===== config.mk =====
export PLATFORM = sky130hd
export DESIGN_NAME = load_store_unit
export DESIGN_NICKNAME = d
export VERILOG_FILES = /design/src/rtl/load_store_unit.sv
export SDC_FILE = /design/constraint.sdc
export NUM_CORES = 1
export LEC_CHECK = 0
export ABC_CLOCK_PERIOD_IN_PS = 6600
export CAP_MARGIN = 15
export CORE_MARGIN = 5
export CORE_UTILIZATION = 40
export DETAILED_ROUTE_END_ITERATION = 8
export GPL_ROUTABILITY_DRIVEN = 0
export PLACE_DENSITY = 0.78
export SLEW_MARGIN = 40
export SYNTH_ARGS = -nofsm -noshare
export SYNTH_HDL_FRONTEND = slang
export SYNTH_SLANG_ARGS = --single-unit
export TNS_END_PERCENT = 10

===== constraint.sdc =====
create_clock -name clk_i -period 6.6 [get_ports clk_i]
set_clock_uncertainty 0.15 [all_clocks]
set_input_delay 0.66 -clock clk_i [delete_from_list [all_inputs] [get_ports clk_i]]
set_output_delay 0.66 -clock clk_i [all_outputs]
set_load 0.1 [all_outputs]

===== src/rtl/load_store_unit.sv =====
// load_store_unit: RV32I load/store sequencer over a byte-wide memory, 1/2/4 byte transfers per access.
// Optional alignment faulting is enabled by defining LSU_ALIGN_CHECK_EN.
module load_store_unit #(
    parameter int ADDR_WIDTH = 8
) (
    input  logic                  clk_i,
    input  logic                  rst_i,
    input  logic                  req_i,
    input  logic                  we_i,
    input  logic [2:0]            funct3_i,
    input  logic [31:0]           addr_i,
    input  logic [31:0]           wdata_i,
    output logic                  ready_o,
    output logic                  done_o,
    output logic                  fault_o,
    output logic [31:0]           rdata_o,
    output logic                  mem_we_o,
    output logic [ADDR_WIDTH-1:0] mem_a_o,
    output logic [7:0]            mem_wd_o,
    input  logic [7:0]            mem_rd_i
);
    typedef enum logic [1:0] {IDLE, XFER, FIN} state_t;
    state_t                state_q;
    logic [ADDR_WIDTH-1:0] addr_q;
    logic [31:0]           wdata_q, asm_q, asm_d, rdata_q, rdata_d;
    logic [2:0]            f3_q;
    logic                  we_q, fault_q, valid, misalign, reject, xfer, unused_addr;
    logic [1:0]            idx_q, last_q, last_d;
    assign unused_addr = ^addr_i;
    always_comb begin
        valid = we_i ? (funct3_i inside {3'b000, 3'b001, 3'b010})
                     : (funct3_i inside {3'b000, 3'b001, 3'b010, 3'b100, 3'b101});
        last_d = funct3_i[1:0] == 2'b00 ? 2'd0 : funct3_i[1:0] == 2'b01 ? 2'd1 : 2'd3;
`ifdef LSU_ALIGN_CHECK_EN
        misalign = (funct3_i[1:0] == 2'b01 && addr_i[0]) || (funct3_i[1:0] == 2'b10 && addr_i[1:0] != 2'b00);
`else
        misalign = 1'b0;
`endif
        reject = !valid || misalign;
    end
    // Incoming load byte merged into the assembly word so the final byte lands in RData on the FIN entry edge.
    always_comb begin
        asm_d = asm_q;
        asm_d[{idx_q, 3'b000} +: 8] = mem_rd_i;
        rdata_d = f3_q[1] ? asm_d
                : f3_q[0] ? {{16{!f3_q[2] && asm_d[15]}}, asm_d[15:0]}
                          : {{24{!f3_q[2] && asm_d[7]}}, asm_d[7:0]};
    end
    assign xfer     = state_q == XFER;
    assign ready_o  = state_q == IDLE;
    assign done_o   = state_q == FIN;
    assign fault_o  = done_o && fault_q;
    assign rdata_o  = rdata_q;
    // Reset gates the write strobe so an aborted store cannot commit its in-flight byte.
    assign mem_we_o = xfer && we_q && !rst_i;
    assign mem_a_o  = xfer ? addr_q + ADDR_WIDTH'(idx_q) : '0;
    assign mem_wd_o = (xfer && we_q) ? wdata_q[{idx_q, 3'b000} +: 8] : 8'h00;
    always_ff @(posedge clk_i) begin
        if (rst_i) begin
            state_q <= IDLE;
            addr_q  <= '0;
            wdata_q <= '0;
            asm_q   <= '0;
            rdata_q <= '0;
            f3_q    <= '0;
            we_q    <= 1'b0;
            fault_q <= 1'b0;
            idx_q   <= '0;
            last_q  <= '0;
        end else begin
            case (state_q)
                IDLE: if (req_i) begin
                    fault_q <= reject;
                    state_q <= reject ? FIN : XFER;
                    if (!reject) begin
                        addr_q  <= addr_i[ADDR_WIDTH-1:0];
                        wdata_q <= wdata_i;
                        f3_q    <= funct3_i;
                        we_q    <= we_i;
                        idx_q   <= '0;
                        last_q  <= last_d;
                        asm_q   <= '0;
                    end
                end
                XFER: begin
                    idx_q <= idx_q + 2'd1;
                    if (!we_q) asm_q <= asm_d;
                    if (idx_q == last_q) begin
                        state_q <= FIN;
                        if (!we_q) rdata_q <= rdata_d;
                    end
                end
                FIN:     state_q <= IDLE;
                default: state_q <= IDLE;
            endcase
        end
    end
endmodule


## After elaboration in Yosys (flattened, before gate mapping)

Index checks and enable logic that the tools add are counted.

- Bits in registers: 115
- Input bits: 79
- Output and inout port bits: 52
- Word-level logic and storage cells: 68

- $add $sub $neg: 3
- Eq/ne operators: 12
- Shift operators: 3
- Mux-type cells: 19
- Bitwise logic cells: 1
- Reductions and logical operators: 20

Operators by type and width:

| operator | count |
|---|---|
| 32-bit two-way mux | 5 |
| 32-bit one-hot mux with 2 select lines | 1 |
| 32-bit bitwise mux | 1 |
| 8-bit by 7-bit variable shift with 32-bit output (first input constant) | 1 |
| 32-bit by 6-bit indexed part select with 8-bit output | 1 |
| 8-bit by 7-bit indexed part select with 32-bit output | 1 |
| 8-bit two-way mux | 2 |
| 2-bit two-way mux | 7 |
| 3-bit AND reduction | 3 |
| 8-bit by 2-bit adder with 8-bit output | 1 |
| 2-bit one-hot mux with 2 select lines | 2 |
| 5-bit negation with 7-bit output | 1 |
| 3-bit == test (second input constant) | 2 |
| 1-bit logical AND | 5 |
| 5-bit nonzero test | 1 |
| 2-bit by 1-bit == test with 1-bit output (second input constant) | 2 |
| 2-bit zero test | 2 |
| 2-bit by 1-bit inequality test with 1-bit output (second input constant) | 2 |
| 2-bit inequality test (second input constant) | 2 |
| 2-bit AND reduction | 2 |
| 4-bit AND reduction | 1 |
| 3-bit by 1-bit == test with 1-bit output (second input constant) | 1 |
| 3-bit by 2-bit == test with 1-bit output (second input constant) | 1 |
| 1-bit zero test | 3 |
| other kinds (8) | 8 |

## Longest topological paths before layout

Gate-level depths: netlist (run 1).

- Depth in word-level cells: 6
- Gate-level depth with buffers: 10

## Least setup slack after synthesis (run 1)

Ideal clock, no wire load.

- Path type: reg-to-output
- From: register state_q[1]
- To: output fault_o
- Arrival: 2.746 ns
- Required time: 5.790 ns
- Setup slack: 3.044 ns
- Stages on the path, launching flop included: 4
- Path buffers: 1
- Path through: dfxtp_1 > buf_2 > nor2b_1 > and2_1

- Word-level cells in the longest chain between the ends: 2

Ends and longest elaborated chain:

| element | line | source |
|---|---|---|
| start, declared | 23 | `state_t state_q;` |
| start signal, assigned | 74 | `state_q <= reject ? FIN : XFER;` |
| 2-bit == test | 51 | `assign done_o = state_q == FIN;` |
| via done_o | 14 | `output logic done_o,` |
| 1-bit logical AND | 52 | `assign fault_o = done_o && fault_q;` |
| end, declared | 15 | `output logic fault_o,` |

The timed path passes the listed nets, and every way through them passes these cells.

## Worst setup path in the final report (run 1)

- From: register idx_q[1]
- To: output mem_a_o[7]

- Word-level cells in the longest chain between the ends: 2

Ends and longest elaborated chain:

| element | line | source |
|---|---|---|
| start, declared | 28 | `logic [1:0] idx_q, last_q, last_d;` |
| start signal, assigned | 86 | `idx_q <= idx_q + 2'd1;` |
| 8-bit by 2-bit adder with 8-bit output | 56 | `assign mem_a_o = xfer ? addr_q + ADDR_WIDTH'(idx_q) : '0;` |
| 8-bit two-way mux | 56 |  |
| end, declared | 18 | `output logic [ADDR_WIDTH-1:0] mem_a_o,` |

Every way passes these cells.

==> results_dict.tcl, run 1 <==
set metrics [dict create \
    final_layout_size_suffix_gt1_frac 0.168 \
    drc 0 \
    synth_ff_type "dfxtp_1" \
    std_cell_rows 41 \
    dr.pass1.iters 7 \
    tns_ns 0 \
    ant_nets 0 \
    yosysMostFrequentCell "dfxtp_1" \
    h-tree-depth 4 \
    end_kind "output port" \
    drt_iter0_markers 259 \
    start_util 0.404 \
    grt_pass1_vias 4474 \
    yosysTopAreaCell "dfxtp_1" \
    worst_slew_pin_slew_ns 0.809 \
    synthArstFlopShare 0 \
    min-delay-start "wdata_q[20]" \
    fin_nets 745 \
    antenna_found_initial 0 \
    maxSlewViolCount 0 \
    overflow 0 \
    p_seq_frac 0.363 \
    track_usage 0.182 \
    p_leak_nw 2.48 \
    path_clk_slew_ns 0.05 \
    path_delay_family "flip-flops" \
    clock_latency_ns 0.41 \
    clockBufferDepth 2 \
    switching_share 0.274 \
    hold_depth 2 \
    syn-cell-area_um2 5030 \
    hold_path_end "wdata_q[20]" \
    yosysTopAreaCellShare 0.457 \
    fmax_mhz 289 \
    irDropWorstVdd_uv 162 \
    die_area_um2 14900 \
    grt_max_degree 85 \
    layout_worst_path_cycle_share 0.525 \
    synth_area_leaders "dfxtp_1 (46%), nand2_1 (7.9%), a21oi_1 (6.2%), a211oi_1 (4.9%), a22o_1 (4.0%)" \
    synth_cells 574 \
    worst-r2r-cell-count 6 \
    crit_chain "ha_1 -> a21oi_1 -> nand4b_1 -> xor2_1 -> nor2_1 -> buf_2" \
    cp-start-kind "flop" \
    dpl.hpwl_mm 9.02 \
    worst-path-buf-inv 1 \
    r2r-start "idx_q[1]" \
    wl_per_cell_um 15.5 \
    critical_path_class "flop to output port" \
    critPathSlowestCell "dfxtp_1" \
    cts_tree "done" \
    ctsRootBufferMaster "clkbuf_16" \
    syn_area_per_cell_um2 8.77 \
    critPathMaxStageDelay_ns 0.84 \
    hold_class "flop to flop" \
    cts_hold_buf 0 \
    syn_to_final_growth_pct 30.9 \
    clkSinkCount 115 \
    ys_types 45 \
    powerDensity_nw_per_um2 315 \
    vias 4421 \
    combPwrFrac 0.149 \
    path_max_fanout 16 \
    status "finished clean" \
    ys_seq_area_frac 0.457 \
    n_antenna_cell 0 \
    port_buffers 106 \
    grt_pass1_wl_mm 21.7 \
    maxSlewHeadroom 0.460 \
    via_per_inst 5.24 \
    rrSetupSlack_ns 3.42 \
    postCtsResizedCells 0 \
    synth_edf_count 0 \
    worstPathRequired_ns 5.79 \
    cp.arrival_ns 2.65 \
    clockPowerShare 0.488 \
    post_cts_buffers 0 \
    ys_warn_count 0 \
    boundaryPins 131 \
    fp.dieW_um 122 \
    hold_viol_final 0 \
    die_h_um 122 \
    p_sw_mw 0.569 \
    finalCriticalPeriod_ns 3.46 \
    routed_wl_mm 13.1 \
    synthesis.nets 661 \
    numCtsBuffers 17 \
    synthTopCellsByCount "dfxtp_1 (115), nand2_1 (106), a21oi_1 (62), nor2_1 (51), a211oi_1 (33)" \
    finalSetupViolCount 0 \
    core_um2 12500 \
    p_int_mw 1.50 \
    r2r_end "rdata_o[10]" \
    rsz0062_at_grt "no" \
    synth_seq_cells 115 \
    cap_viol_max_count 0 \
    whs_ns 0.305 \
]
power groups by stage:
stage	logic (mW)	registers [mW]	clock network (mW)
4_1_cts	0.309	0.754	1.02
2_1_floorplan	0.135	0.855	0
3_3_place_gp	0.313	0.766	0
3_5_place_dp	0.308	0.768	0
5_1_grt	0.330	0.758	1.06
6_report	0.308	0.753	1.01
registers in the layout, summed over array words and instances, names as in the netlist:
signal / cells
asm_q: 32
rdata_o: 32
wdata_q: 32
addr_q: 8
f3_q: 3
idx_q: 2
last_q: 2
state_q: 2
fault_q: 1
we_q: 1
layer usage:
metal,GRT usage,part of all wire
met2,0.292,0.45
met3,0.0613,0.074
met5,0,0
met1,0.231,0.46
met4,0.0630,0.014
logic make-up after synthesis:
logic type / count (synthesis) / synth area share
AOI/OAI and AO/OA: 158 / 0.209
buffers and inverters: 47 / 0.0400
DFF: 115 / 0.457
adders and majority gates: 8 / 0.0214
muxes: 8 / 0.0358
and+or+nand+nor: 228 / 0.219
xor gates and xnor gates: 10 / 0.0174
tightest hold or removal path, stage by stage (launching register included):
cell	delay (ns)
dfxtp_1	0.30
nand2_1	0.05
a21oi_1	0.05
per-stage QoR:
stage                     setup slack (ns)  power, mW  cell area (um^2)  instances  utilization
final                                 3.14       2.07              6590        843        0.528
after global routing                  2.98       2.15              6590        843        0.528
after CTS                             3.12       2.08              6570        843        0.527
after detailed placement              3.36       1.08              5910        811        0.474
after global placement                2.67       1.08              6140        811        0.493
after floorplan                       3.04      0.991              5030        574            -
area by class of cell:
cell class | instances | area (um^2)
Clock buffer | 19 | 453
Clock inverter | 13 | 206
Fill cell | 1127 | 5880
Inverter | 4 | 15.0
Multi-Input combinational cell | 412 | 2580
Sequential cell | 115 | 2300
Tap cell | 172 | 215
Timing Repair Buffer | 108 | 815
layout by cell type, fill, tap and decap left out, drive strengths merged, types with 2 or more instances in the layout:
cell	instances
a211oi	35
a21oi	62
a22o	23
a22oi	15
and2	3
and3	10
buf	55
bufinv	5
clkbuf	19
clkdlybuf4s50	53
clkinv	6
clkinvlp	2
dfxtp	115
ha	7
inv	4
mux4	8
nand2	106
nand2b	3
nand3	8
nand4b	3
nand4bb	2
nor2	53
nor2b	19
nor3	5
nor3b	9
nor4b	2
o21ai	12
o22a	7
xnor2	4
xor2	6
worst max path at each step:
stage          slack [ns]  depth (start not counted)        from          to
4_1_cts              3.12                          6    idx_q[1]  mem_a_o[7]
6_report             3.14                          6    idx_q[1]  mem_a_o[7]
2_1_floorplan        3.04                          3  state_q[1]     fault_o
3_5_place_dp         3.36                          5       req_i   asm_q[16]
3_3_place_gp         2.67                          6    idx_q[0]  mem_a_o[7]
5_1_grt              2.98                          6    idx_q[1]  mem_a_o[7]
No activity file was read; power rests on OpenSTA's default activity.
==> run 2, diff against run 1 <==
Settings changed: ABC_CLOCK_PERIOD_IN_PS 6600 to 3200.
Clock period 6.6 ns to 3.2 ns, I/O delays scaled along.
==> run 2 against run 1 <==
Worst setup slack got worse by 2.6 ns; global-route usage increased by 0.35 points; power increased by 100%; critical path depth increased by 1; die area unchanged; cell area increased by 2.6%; first-iteration DRC count increased by 42%; clock-buffer cell count increased by 1.
==> results_dict.tcl, run 2 (same netlist as run 1, synthesis figures left out) <==
set metrics [dict create \
    status "finished clean" \
    finalCriticalPeriod_ns 2.69 \
    vias 4520 \
    critical_path_class "flop to output port" \
    boundaryPins 131 \
    std_cell_rows 41 \
    clkSinkCount 115 \
    end_kind "output port" \
    die_area_um2 14900 \
    path_clk_slew_ns 0.05 \
    routed_wl_mm 13.5 \
    place_inst 820 \
    n_antenna_cell 0 \
    cts_tree "done" \
    rsz0062_at_grt "no" \
    use_met3 0.0594 \
    fp.dieW_um 122 \
    cap_viol_max_count 0 \
    hold_class "input pin to flop" \
    syn_to_final_growth_pct 34.3 \
    clockBufferDepth 2 \
    irDropWorstVdd_uv 414 \
    fin_nets 754 \
    worst_slew_pin_slew_ns 0.711 \
    dr.pass1.iters 9 \
    layout_common_cells "dfxtp_1 (115), nand2_1 (106), a21oi_1 (62), clkdlybuf4s50_1 (53), nor2_1 (51)" \
    tns_ns 0 \
    cp-start-kind "flop" \
    via_per_inst 5.31 \
    clock_latency_ns 0.40 \
    start_util 0.404 \
    wl_per_cell_um 15.8 \
    grt_use_met1 0.238 \
    rrSetupSlack_ns 0.55 \
    layout_worst_path_cycle_share 0.840 \
    grtUsageMet2 0.303 \
    cp.arrival_ns 2.22 \
    cts_hold_buf 0 \
    overflow 0 \
    post_cts_buffers 0 \
    powerDensity_nw_per_um2 613 \
    worstPathRequired_ns 2.73 \
    fmax_mhz 372 \
    maxSlewHeadroom 0.526 \
    ant_nets 0 \
    utilization 0.542 \
    maxSlewViolCount 0 \
    die_h_um 122 \
    dpl.hpwl_mm 9.19 \
    hold_viol_final 0 \
    drc 0 \
    port_buffers 106 \
    finalInstanceArea_um2 6760 \
    worst-r2r-cell-count 6 \
    top_usage_layer "met2" \
    core_um2 12500 \
    antenna_found_initial 0 \
    final_common_cell "dfxtp_1" \
    grt_max_degree 54 \
    r2r-start "idx_q[0]" \
    h-tree-depth 4 \
    min-delay-start "rst_i" \
    grt_pass1_vias 4465 \
    hold_path_end "asm_q[5]" \
    numCtsBuffers 17 \
    grt_pass1_wl_mm 22.2 \
    ctsRootBufferMaster "clkbuf_16" \
    drt_iter0_markers 367 \
    postCtsResizedCells 0 \
    finalSetupViolCount 0 \
    hold_depth 2 \
    place_ws_ns 0.565 \
    p_leak_nw 2.50 \
    r2r_end "rdata_o[15]" \
    path_max_fanout 18 \
    final_layout_size_suffix_gt1_frac 0.174 \
    fin_ws_ns 0.513 \
    postPlaceCellArea_um2 6140 \
    track_usage 0.186 \
    final_cells 852 \
]
==> run 2: cell types whose count changed in the layout (fill, tap and decap cells not counted), moves of 2 or more <==
cell | previous run | this run
clkinv_4 | 3 | 1
buf_4 | 1 | 43
bufinv_16 | 5 | 3
buf_2 | 53 | 14
clkinvlp_4 | 2 | 5
buf_12 | 0 | 7
==> run 2: how the worst max path moves through the flow <==
stage / start / endpoint / depth (start not counted)
global route: idx_q[0] / rdata_o[14] / 6
floorplan: idx_q[0] / rdata_o[19] / 9
detailed placement: funct3_i[1] / last_q[0] / 6
global placement: funct3_i[1] / last_q[0] / 6
finish: idx_q[0] / mem_a_o[6] / 7
CTS: idx_q[0] / mem_a_o[6] / 7
==> run 2: report_power, final <==
group	switching [mW]	internal (mW)
combinational	0.467	0.202
clock	0.664	1.27
sequential	0.0452	1.50
total	1.18	2.97
==> run 2: critical path: stages, from the launching register on <==
cell and delay [ns]:
dfxtp_1 0.31, buf_4 0.23, ha_1 0.24, fa_1 0.43, nand3_1 0.12, xor2_1 0.08
nor2_1 0.19, buf_12 0.21
==> run 2: through the flow <==
step | hold WS [ns] | power (mW)
finish | 0.256 | 4.14
global route | 0.265 | 4.30
CTS | 0.228 | 4.17
detailed placement | 0.297 | 2.24
global placement | 0.291 | 2.24
floorplan | 0.283 | 2.04
==> run 2: final cells by class <==
| class | count | area, um^2 |
|---|---|---|
| timing repair buffer | 117 | 1060 |
| fill | 1107 | 5710 |
| sequential | 115 | 2300 |
| multi-input combinational | 412 | 2550 |
| clock buffer | 20 | 457 |
| tap | 172 | 215 |
| inverter | 4 | 15.0 |
| clock inverter | 12 | 155 |
==> run 2: per-layer routing <==
metal	vias up	wire length [um]	part of all wire
li1	2213	-	-
met5	-	0	0
met2	176	6500	0.48
met1	2119	5700	0.42
met3	12	1130	0.084
met4	0	121	0.0090
==> run 3, diff against run 2 <==
Settings changed: ABC_CLOCK_PERIOD_IN_PS 3200 to 2620.
Clock period 3.2 ns to 2.62 ns, I/O delays scaled along.
==> run 3 against run 2 <==
Sequential power up 22%; register-to-register slack worse by 0.40 ns; via count down 1.4%; cell count up 0.82%; clock power up 13%; worst setup slack worse by 0.37 ns; first-iteration DRC count down 21%; die area unchanged; routed wire length down 0.40%; critical endpoint unchanged.
==> results_dict.tcl, run 3 (same netlist as run 1, synthesis figures left out) <==
set metrics [dict create \
    p_leak_nw 2.56 \
    cp.arrival_ns 2.07 \
    drc 0 \
    critical_path_class "flop to output port" \
    final_cells 859 \
    wl_per_cell_um 15.6 \
    boundaryPins 131 \
    powerDensity_nw_per_um2 707 \
    rsz0062_at_grt "yes" \
    std_cell_rows 41 \
    syn_to_final_growth_pct 38.6 \
    path_clk_slew_ns 0.05 \
    clock_latency_ns 0.40 \
    via_per_inst 5.19 \
    critPathMaxStageDelay_ns 0.38 \
    use_met3 0.0613 \
    worstPathRequired_ns 2.21 \
    dr.pass1.iters 4 \
    path_max_fanout 18 \
    place_inst 829 \
    final_common_cell "dfxtp_1" \
    finalCriticalPeriod_ns 2.48 \
    ctsRootBufferMaster "clkbuf_16" \
    clkSinkCount 115 \
    finalSetupViolCount 0 \
    maxSlewHeadroom 0.556 \
    cts_hold_buf 0 \
    maxSlewViolCount 0 \
    postPlaceCellArea_um2 6370 \
    ant_nets 0 \
    die_area_um2 14900 \
    cp-start-kind "flop" \
    cap_viol_max_count 0 \
    critPathSlowestCell "fa_2" \
    dpl.hpwl_mm 9.62 \
    drt_iter0_markers 289 \
    finalInstanceArea_um2 6980 \
    grt_use_met1 0.238 \
    grtUsageMet2 0.304 \
    irDropWorstVdd_uv 337 \
    start_util 0.404 \
    cts_tree "done" \
    core_um2 12500 \
    crit_chain "buf_12 -> ha_1 -> fa_2 -> nand3_1 -> xor2_1 -> nor2_1 -> buf_12" \
    status "finished clean" \
    h-tree-depth 4 \
    layout_common_cells "dfxtp_1 (115), nand2_1 (106), a21oi_1 (62), clkdlybuf4s50_1 (53), buf_4 (53)" \
    fillCellCount 1103 \
    end_kind "output port" \
    worst_slew_pin_slew_ns 0.666 \
    overflow 0 \
    grt_pass1_vias 4560 \
    port_buffers 106 \
    layout_worst_path_cycle_share 0.947 \
    antenna_found_initial 0 \
    n_antenna_cell 0 \
    worst-path-buf-inv 2 \
    fmax_mhz 403 \
    fin_ws_ns 0.139 \
    fp.dieW_um 122 \
    hold_viol_final 0 \
    path_delay_family "adder cells" \
    rrSetupSlack_ns 0.15 \
    clockBufferDepth 2 \
    fin_nets 763 \
    track_usage 0.189 \
    vias 4456 \
    hold_class "input pin to flop" \
    path_common_cell "buf_12" \
    final_layout_size_suffix_gt1_frac 0.188 \
    place_ws_ns 0.148 \
    numCtsBuffers 17 \
    routed_wl_mm 13.4 \
    grt_max_degree 48 \
    grt_pass1_wl_mm 22.4 \
    post_cts_buffers 0 \
    top_usage_layer "met2" \
    die_h_um 122 \
    utilization 0.560 \
]
==> run 3: worst min-delay path, delay by kind of cell <==
family / cells / cell delay [ns]
buffers and inverters: 1 / 0.39
AO/OA/AOI/OAI: 1 / 0.05
AND/OR/NAND/NOR: 1 / 0.05
==> run 3: final timing paths <==
kind,from,to,cells past startpoint
max,idx_q[0],mem_a_o[6],7
min,wdata_i[18],wdata_q[18],3
max reg2reg,idx_q[0],rdata_o[24],6
min reg2reg,wdata_q[20],wdata_q[20],2
==> run 3: per-layer routing <==
metal | vias up | share of wire
met5 | - | 0
met4 | 0 | 0.010
met2 | 161 | 0.47
met3 | 13 | 0.081
met1 | 2055 | 0.43
li1 | 2227 | -
==> run 3: power by group <==
group / internal, mW / leakage (nW) / switching (mW)
logic: 0.270 / 1.35 / 0.577
clock network: 1.43 / 0.270 / 0.766
registers: 1.84 / 0.934 / 0.0531
==> run 3: what timing repair did <==
action / in CTS / in global routing
setup endpoints to repair: 3 / 13
pin swaps: 1 / 1
gates resized for setup: 1 / 7
==> run 3: stage by stage <==
step	total power [mW]	TNS [ns]	hold slack, ns
2_1_floorplan	2.50	-2.22	0.238
3_3_place_gp	2.74	0	0.291
3_5_place_dp	2.76	0	0.297
4_1_cts	4.97	0	0.236
5_1_grt	5.13	-0.0283	0.262
6_report	4.93	0	0.250
==> run 3: layout make-up <==
| type | count | area (um^2) | share of cell area |
|---|---|---|---|
| inverter | 4 | 15.0 | 0.00215 |
| timing repair buffer | 126 | 1310 | 0.187 |
| clock buffer | 20 | 457 | 0.0655 |
| clock inverter | 10 | 110 | 0.0158 |
| tap | 172 | 215 | 0.0309 |
| multi-input combinational | 412 | 2570 | 0.369 |
| sequential | 115 | 2300 | 0.330 |
